===== config.mk =====
export PLATFORM = sky130hd
export DESIGN_NAME = step_clk_ctrl
export DESIGN_NICKNAME = d
export VERILOG_FILES = /design/src/rtl/step_clk_pkg.sv /design/src/rtl/step_clk_ctrl_debounce.sv /design/src/rtl/step_clk_ctrl.sv
export SDC_FILE = /design/constraint.sdc
export NUM_CORES = 1
export LEC_CHECK = 0
export ABC_AREA = 1
export CORE_ASPECT_RATIO = 1.2
export CORE_MARGIN = 4
export CORE_UTILIZATION = 50
export DETAILED_ROUTE_END_ITERATION = 8
export PLACE_DENSITY_LB_ADDON = 0.05
export SYNTH_ARGS = -nofsm -noshare
export SYNTH_HDL_FRONTEND = slang
export SYNTH_SLANG_ARGS = --single-unit

===== constraint.sdc =====
create_clock -name clk -period 1.81 [get_ports clk]
set_input_delay 0.543 -clock clk [delete_from_list [all_inputs] [get_ports clk]]
set_output_delay 0.543 -clock clk [all_outputs]
set_load 0.05 [all_outputs]

===== src/rtl/step_clk_pkg.sv =====
// Shared definitions for the step/run clock-enable controller:
// mode encodings, FSM state type, counter width helper and parameter range check.
package step_clk_pkg;

  localparam logic MODE_STEP = 1'b0;
  localparam logic MODE_RUN  = 1'b1;

  // FSM states share the encoding of the synchronised mode input
  typedef enum logic {
    ST_STEP = MODE_STEP,
    ST_RUN  = MODE_RUN
  } clk_state_t;

  // Bits needed to hold values 0..max_val, never less than one bit
  function automatic int width_for(input int max_val);
    int w;
    w = $clog2(max_val + 1);
    return (w < 1) ? 1 : w;
  endfunction

  // Every count-type parameter of this block must be at least one
  function automatic bit param_ok(input int value);
    return (value >= 1);
  endfunction

endpackage


===== src/rtl/step_clk_ctrl_debounce.sv =====
// One button channel: two-flop synchroniser, stability counter,
// debounced level and one-cycle rise/fall pulses.
// rise_next is the combinational "a rise is being accepted this edge" term,
// so a neighbour can register a pulse aligned with rise.
module btn_debounce
  import step_clk_pkg::*;
#(
  parameter int STABLE_CYCLES = 16
) (
  input  logic clk,
  input  logic res,
  input  logic button,
  output logic level,
  output logic rise,
  output logic fall,
  output logic rise_next
);

  localparam int               CNT_W    = width_for(STABLE_CYCLES);
  localparam logic [CNT_W-1:0] CNT_LAST = CNT_W'(STABLE_CYCLES - 1);

  logic             sync1;
  logic             sync2;
  logic [CNT_W-1:0] cnt;
  logic             accept;

  assign accept    = (sync2 != level) && (cnt == CNT_LAST);
  assign rise_next = accept && sync2;

  // Bring the asynchronous pin into the clock domain before anything looks at it
  always_ff @(posedge clk) begin
    if (!res) begin
      sync1 <= 1'b0;
      sync2 <= 1'b0;
    end else begin
      sync1 <= button;
      sync2 <= sync1;
    end
  end

  // Accept a new level only after it has differed from the current one long enough
  always_ff @(posedge clk) begin
    if (!res) begin
      level <= 1'b0;
      cnt   <= '0;
      rise  <= 1'b0;
      fall  <= 1'b0;
    end else begin
      rise <= 1'b0;
      fall <= 1'b0;
      if (sync2 == level) begin
        cnt <= '0;
      end else if (accept) begin
        level <= sync2;
        cnt   <= '0;
        rise  <= sync2;
        fall  <= !sync2;
      end else begin
        cnt <= cnt + CNT_W'(1);
      end
    end
  end

endmodule


===== src/rtl/step_clk_ctrl.sv =====
// Multi-channel push-button conditioner and CPU clock-enable source.
// Channel 0 drives clk_en: one pulse per press in STEP mode, a free-running
// divider in RUN mode. Define AUTO_REPEAT_EN to add hold-to-repeat in STEP mode.
module step_clk_ctrl
  import step_clk_pkg::*;
#(
  parameter int CHANNELS      = 4,
  parameter int STABLE_CYCLES = 16,
  parameter int RUN_DIV       = 4,
  parameter int REPEAT_DELAY  = 1024,
  parameter int REPEAT_PERIOD = 256
) (
  input  logic                clk,
  input  logic                res,
  input  logic [CHANNELS-1:0] button,
  input  logic                mode,
  output logic [CHANNELS-1:0] level,
  output logic [CHANNELS-1:0] rise,
  output logic [CHANNELS-1:0] fall,
  output logic                clk_en
);

  if (!param_ok(CHANNELS))      begin : g_chk_channels $error("CHANNELS must be >= 1");      end
  if (!param_ok(STABLE_CYCLES)) begin : g_chk_stable   $error("STABLE_CYCLES must be >= 1"); end
  if (!param_ok(RUN_DIV))       begin : g_chk_div      $error("RUN_DIV must be >= 1");       end
  if (!param_ok(REPEAT_DELAY))  begin : g_chk_delay    $error("REPEAT_DELAY must be >= 1");  end
  if (!param_ok(REPEAT_PERIOD)) begin : g_chk_period   $error("REPEAT_PERIOD must be >= 1"); end

  localparam int               DIV_W    = width_for(RUN_DIV - 1);
  localparam logic [DIV_W-1:0] DIV_LAST = DIV_W'(RUN_DIV - 1);

  logic [CHANNELS-1:0] rise_next;
  logic                unused_rise_next;
  clk_state_t          state;
  logic                mode_s1;
  logic                mode_s2;
  logic [DIV_W-1:0]    div;
  logic [DIV_W-1:0]    div_next;
  logic                mode_change;
  logic                rep_fire;

  assign unused_rise_next = ^rise_next;

  for (genvar g = 0; g < CHANNELS; g++) begin : g_ch
    btn_debounce #(
      .STABLE_CYCLES(STABLE_CYCLES)
    ) u_debounce (
      .clk      (clk),
      .res      (res),
      .button   (button[g]),
      .level    (level[g]),
      .rise     (rise[g]),
      .fall     (fall[g]),
      .rise_next(rise_next[g])
    );
  end

  assign mode_change = (clk_state_t'(mode_s2) != state);
  assign div_next    = (div == DIV_LAST) ? '0 : div + DIV_W'(1);

`ifdef AUTO_REPEAT_EN
  localparam int               REP_MAX        = (REPEAT_DELAY > REPEAT_PERIOD) ? REPEAT_DELAY : REPEAT_PERIOD;
  localparam int               REP_W          = width_for(REP_MAX);
  localparam logic [REP_W-1:0] REP_DELAY_LAST = REP_W'(REPEAT_DELAY - 1);
  localparam logic [REP_W-1:0] REP_PER_LAST   = REP_W'(REPEAT_PERIOD - 1);

  logic [REP_W-1:0] rep_cnt;
  logic             rep_periodic;

  assign rep_fire = (state == ST_STEP) && !mode_change && level[0] &&
                    (rep_cnt == (rep_periodic ? REP_PER_LAST : REP_DELAY_LAST));

  // Time how long channel 0 has been held; counting starts on the rise cycle
  always_ff @(posedge clk) begin
    if (!res) begin
      rep_cnt      <= '0;
      rep_periodic <= 1'b0;
    end else if (mode_change || (state != ST_STEP) || !level[0]) begin
      rep_cnt      <= '0;
      rep_periodic <= 1'b0;
    end else if (rep_fire) begin
      rep_cnt      <= '0;
      rep_periodic <= 1'b1;
    end else begin
      rep_cnt <= rep_cnt + REP_W'(1);
    end
  end
`else
  assign rep_fire = 1'b0;
`endif

  // Mode synchroniser plus STEP/RUN state machine producing the registered clock enable
  always_ff @(posedge clk) begin
    if (!res) begin
      mode_s1 <= 1'b0;
      mode_s2 <= 1'b0;
      state   <= ST_STEP;
      div     <= '0;
      clk_en  <= 1'b0;
    end else begin
      mode_s1 <= mode;
      mode_s2 <= mode_s1;
      if (mode_change) begin
        state  <= clk_state_t'(mode_s2);
        div    <= '0;
        clk_en <= 1'b0;
      end else if (state == ST_RUN) begin
        div    <= div_next;
        clk_en <= (div_next == DIV_LAST);
      end else begin
        div    <= '0;
        clk_en <= rise_next[0] || rep_fire;
      end
    end
  end

endmodule


* After elaboration in Yosys (flattened, before gate mapping)
Cells that the tools add are included.
** Cells by class
- Eq/ne operators :: 15
- Multiplexer cells :: 2
- $add $sub $neg :: 5
- Divide/modulo/power cells :: 0
- Bitwise gates (word level) :: 10
- Shift operators :: 0
- Reduce and logical (&&, ||, !) cells :: 23
- Multipliers :: 0
- Magnitude comparators :: 0
** Operators with widths (count)
- OR reduction 3 bit :: 9
- adder 5 x 1 -> 5 bit (second input constant) :: 4
- == test 5 x 4 -> 1 bit (second input constant) :: 4
- NOT 1 bit :: 10
- AND reduction 2 bit :: 4
- logical AND 1 bit :: 5
- != test 1 bit :: 5
- == test 1 bit :: 4
- == test 2 bit (second input constant) :: 2
- logical NOT 1 bit :: 4
- adder 2 x 1 -> 2 bit (second input constant) :: 1
- 2-to-1 mux 2 bit :: 1
- OR reduction 2 bit :: 1
- 2-to-1 mux 1 bit :: 1
** Word-level totals
- Bits of input ports :: 7
- Memory bits (writable) :: 0
- Output and inout bits :: 13
- Memories kept :: 0
- Bits in read-only memories :: 0
- Register bits after elaboration :: 46
- Bits in latches :: 0

* Logic depth before layout (Yosys ltp)
- Depth in word-level cells :: 4
- Depth in mapped cells :: 8
- Gate-level depth less buffers :: 8

* Hierarchy
From an unflattened synthesis, not the netlist that was laid out.
** Second synthesis, totals
- Cells, all modules :: 205
- Area total of the unflattened synthesis :: 1717.9 µm²
** Modules (own cells, without submodules)
- btn_debounce :: sequential area each 200.2 µm², area each 375.4 µm², cells each 45, times used 4
- step_clk_ctrl :: sequential area each 120.1 µm², area each 216.5 µm², cells each 25, times used 1

* Least setup slack after synthesis
Ideal clock, no wire load.
- Path type :: reg2reg
- From :: register g_ch[1].u_debounce.cnt[0]
- To :: register g_ch[1].u_debounce.level
- Path buffers :: 0
- Setup slack :: 543 ps
- Setup time :: 122 ps
- Arrival time :: 1146 ps
- Data required time :: 1688 ps
- Period minus slack after synthesis :: 1267 ps
- Cell stages (with the launch flop) :: 8
- Cell sequence :: dfxtp_1 -> ha_1 -> nand2_1 -> nor2_1 -> ha_1 -> inv_1 -> o21ai_0 -> a21oi_1
** On the way
- Word-level cells in the longest chain between the ends :: 3
** RTL lines
- start: declaration :: RTL line step_clk_ctrl_debounce.sv:24 : logic [CNT_W-1:0] cnt;
- start signal: assignment :: RTL line step_clk_ctrl_debounce.sv:59 : cnt <= cnt + CNT_W'(1);
- == test 5 x 4 -> 1 bit :: RTL line step_clk_ctrl_debounce.sv:27 : assign accept = (sync2 != level) && (cnt == CNT_LAST);
- logical AND 1 bit :: RTL line step_clk_ctrl_debounce.sv:27
- AND reduction 2 bit (no source line)
- end signal: assignment :: RTL line step_clk_ctrl_debounce.sv:54 : level <= sync2;
- end: declaration :: RTL line step_clk_ctrl_debounce.sv:13 : output logic level,
Every way passes these cells.
A chain may end at the register's enable or synchronous reset.

* Worst setup path in the final report
- From :: register g_ch[0].u_debounce.level
- To :: output level[0]
** RTL lines
- start: declaration :: RTL line step_clk_ctrl_debounce.sv:13
- start signal: assignment :: RTL line step_clk_ctrl_debounce.sv:54
- end: declaration :: RTL line step_clk_ctrl.sv:17 : output logic [CHANNELS-1:0] level,
No word-level cell between the ends.

==> summary.md <==
| Metric | Value |
|---|---|
| Clock transition at the registers of the reported paths | `~80 ps` |
| Slew Limit Headroom | `0.843` |
| Crit share post-route | `0.808` |
| Area share of and/or/nand/nor cells after synthesis | `0.225` |
| Syn Inst Count | `around 210` |
| Post-synth top area cell | `dfxtp_1` |
| Register Area | `921 um2` |
| Post-DRT Antenna Nets | `0` |
| Period minus WS final | `about 1500 ps` |
| Area contributors post-synth | `dfxtp_1 (51%), inv_1 (8.7%), nand2_1 (7.2%)` |
| Startpoint types | `flop` |
| Unrepaired setup endpoints after global routing | `false` |
| DIE HEIGHT | `between 70 and 80 um` |
| Filler Cells Inserted | `just over 300` |
| Clock Skews | `3.26 ps` |
| Pleak | `approximately 0.9 nW` |
| Total track usage | `0.134` |
| Pwr Density | `822 nW/um2` |
| Worst path bufs/invs | `1` |
| I/O Pins | `20` |
| Maximum vdd drop | `about 0.63 mV` |
| Routed via count | `around 1200` |
| Power Total | `around 0.0017 W` |
| DRC errors left | `0` |
| Synthesized area | `1820 um2` |
| Die ar. | `about 4700 um2` |
| CTS tree | `yes` |
| Worst slack, placed | `117 ps` |
| Critical-path cell list | `buf_12` |
| Initial Utilization | `0.532` |
| GRT Residual Overflow | `0` |
| Worst hold path type | `reg -> reg` |
| CTS buffer count | `5` |
| Routability Congestion | `around 0.71` |
| Synth-to-Final Area Change | `14.2%` |
| Cells resized by post-CTS repair | `0` |
| Max-Cap Viols | `0` |
| Core area | `3420 um2` |
| Post-DR vias/cell | `4.71` |
| Worst Tran Pin Value | `235 ps` |
| Final WS setup | `347 ps` |
| Initial antenna violation count | `0` |
| Adder-Cell Fraction of Synth Area | `0.0687` |
| Multi-input gate area | `628 um2` |
| Most used DFF post-synth | `dfxtp_1` |
| Vias in the first global route | `roughly 1200` |
| Dpl hpwl | `2020 um` |
| Clk buf depth | `2` |
| Clock Sinks | `between 40 and 50` |
| Post-synthesis register bit count | `46` |
| Die Wd | `~63 um` |
| Post-Place Cells | `257` |
| Largest family of logic cells by synthesized area | `simple AND/OR/NAND/NOR gates` |
| Worst-Skew Late Latency | `290 ps` |
| TritonRoute pass-1 iters | `4` |
| Compound-cell area share of the yosys netlist | `0.0316` |
| WL/cell | `between 9 and 10 um` |
| Slowest cell on the critical path | `dfxtp_1` |
| Number of I/O port buffers | `19` |
| Setup total negative slack | `0 ps` |
| Setup CP Type | `reg -> out` |
| H-Tree Depth | `2` |
| Crit path DAT | `920 ps` |
| # setup viols final | `0` |
| N_diodes | `0` |
| CP endpoint kind | `primary output` |
| Post-Synth XOR/XNOR Area | `0.0192` |
| First-pass GRT wire length | `around 4900 um` |
| Mean post-synth cell area | `8.51 um2` |
| Distinct cells, synth | `19` |
| Post-CTS Setup Repair Bufs | `0` |
| Wirelength, routed | `approximately 2600 um` |
| Yosys top cell area share | `0.505` |
| Seq/Total Area, Yosys | `0.505` |
| Fin nets | `roughly 240` |
| Ys async rst share | `0` |
| CP peak stage delay | `~450 ps` |
| Number of DRC markers in iteration 0 | `38` |
| Synth Warn # | `0` |
| Max Transition Viols Final | `0` |
| Mapped Nets | `approximately 230` |
| CP max FO | `5` |
| Final Util | `0.608` |
| Non-Filler Instances | `between 200 and 300` |
| Hold buffers post-CTS | `0` |
| Hold Fails Final Rpt | `0` |
| Crit path required time | `1270 ps` |
| Root Buffer | `clkbuf_8` |
| Status | `completed` |
| Critical path's top delay family | `flip-flops` |
| Fmax | `0.683 GHz` |
| Row Count | `23` |
| Post-synth EDFFs | `0` |
| Share of cells above drive strength 1 | `0.127` |
| Largest net degree at the start of global routing | `20` |
| Mux share of post-synthesis cell area | `0` |
## per-stage QoR
stage	instance area (um2)	hold WS (ps)
2_1_floorplan	1820	390
3_3_place_gp	1990	394
3_5_place_dp	1990	406
4_1_cts	2080	417
5_1_grt	2080	435
6_report	2080	421
## path summary, 6_finish.rpt
kind / from / end / slack (ps) / depth (start not counted)
max: g_ch[0].u_debounce.level / level[0] / 350 / 1
min: g_ch[0].u_debounce.sync1 / g_ch[0].u_debounce.sync2 / 420 / 2
max reg2reg: g_ch[1].u_debounce.cnt[0] / g_ch[1].u_debounce.level / 420 / 7
min reg2reg: g_ch[0].u_debounce.sync1 / g_ch[0].u_debounce.sync2 / 420 / 2
## registers in the layout, indices dropped and copies added (netlist names)
name	count
mode_s2	1
g_ch.u_debounce.rise	4
g_ch.u_debounce.sync2	4
div	2
mode_s1	1
g_ch.u_debounce.level	4
g_ch.u_debounce.cnt	20
g_ch.u_debounce.fall	4
clk_en	1
state	1
g_ch.u_debounce.sync1	4
## synthesized netlist by cell type (4+ instances only)
cell,instances
nand3_1,9
ha_1,10
nand2_1,35
o21ai_0,4
a21oi_1,4
buf_4,12
dfxtp_1,46
xnor2_1,4
inv_1,42
nor2_1,28
nand4_1,9
## where the power goes
group	switching, W	internal, W	leakage (nW)
Clock	0.000310	0.000308	0.0482
Combinational	0.0000306	0.0000277	0.492
Sequential	0.00000893	0.00103	0.373
## layer usage
| layer | share of wire | track usage | wire [um] | vias up |
|---|---|---|---|---|
| met5 | 0 | 0 | 0 | - |
| met4 | 0.027 | 0.0809 | 71 | 0 |
| met3 | 0.046 | 0.0468 | 119 | 7 |
| met2 | 0.51 | 0.240 | 1330 | 17 |
| met1 | 0.42 | 0.136 | 1090 | 555 |
| li1 | - | - | - | 668 |
## worst register-to-register path, cell delays in order, from the launching register on
cell and delay [ps]:
dfxtp_1 380, ha_1 210, nand2_1 60, nor2_1 100
ha_1 260, inv_1 50, o21ai_0 140, a21oi_1 80
## layout make-up
type	instances	share of cell area
Multi-Input combinational cell	111	0.302
Timing Repair Buffer	20	0.109
Clock buffer	7	0.0415
Clock inverter	1	0.00241
Inverter	43	0.0800
Tap cell	37	0.0222
Sequential cell	46	0.443
## placed cells by master (no fill, tap or decap)
cell type	netlist	final
dfxtp_1	46	46
inv_1	42	42
nand2_1	35	35
nor2_1	28	28
ha_1	10	10
nand4_1	9	9
nand3_1	9	9
buf_4	12	9
clkbuf_8	0	6
clkdlybuf4s50_1	0	6
buf_12	0	5
xnor2_1	4	4
o21ai_0	4	4
a21oi_1	4	4
nor2_4	2	2
nand3_4	2	2
a21oi_2	2	2
inv_6	1	1
nor3_2	1	1
nor3_1	1	1
clkinv_2	0	1
clkbuf_1	0	1
## logic make-up (layout without fill, tap and decap cells)
| family | after synthesis | in the layout |
|---|---|---|
| AO/OA/AOI/OAI | 10 | 10 |
| XOR/XNOR | 4 | 4 |
| adder cells (fa/ha/maj) | 10 | 10 |
| buffers and inverters | 57 | 71 |
| flip-flops | 46 | 46 |
| AND/OR/NAND/NOR | 87 | 87 |
No activity file was read; power rests on OpenSTA's default activity.
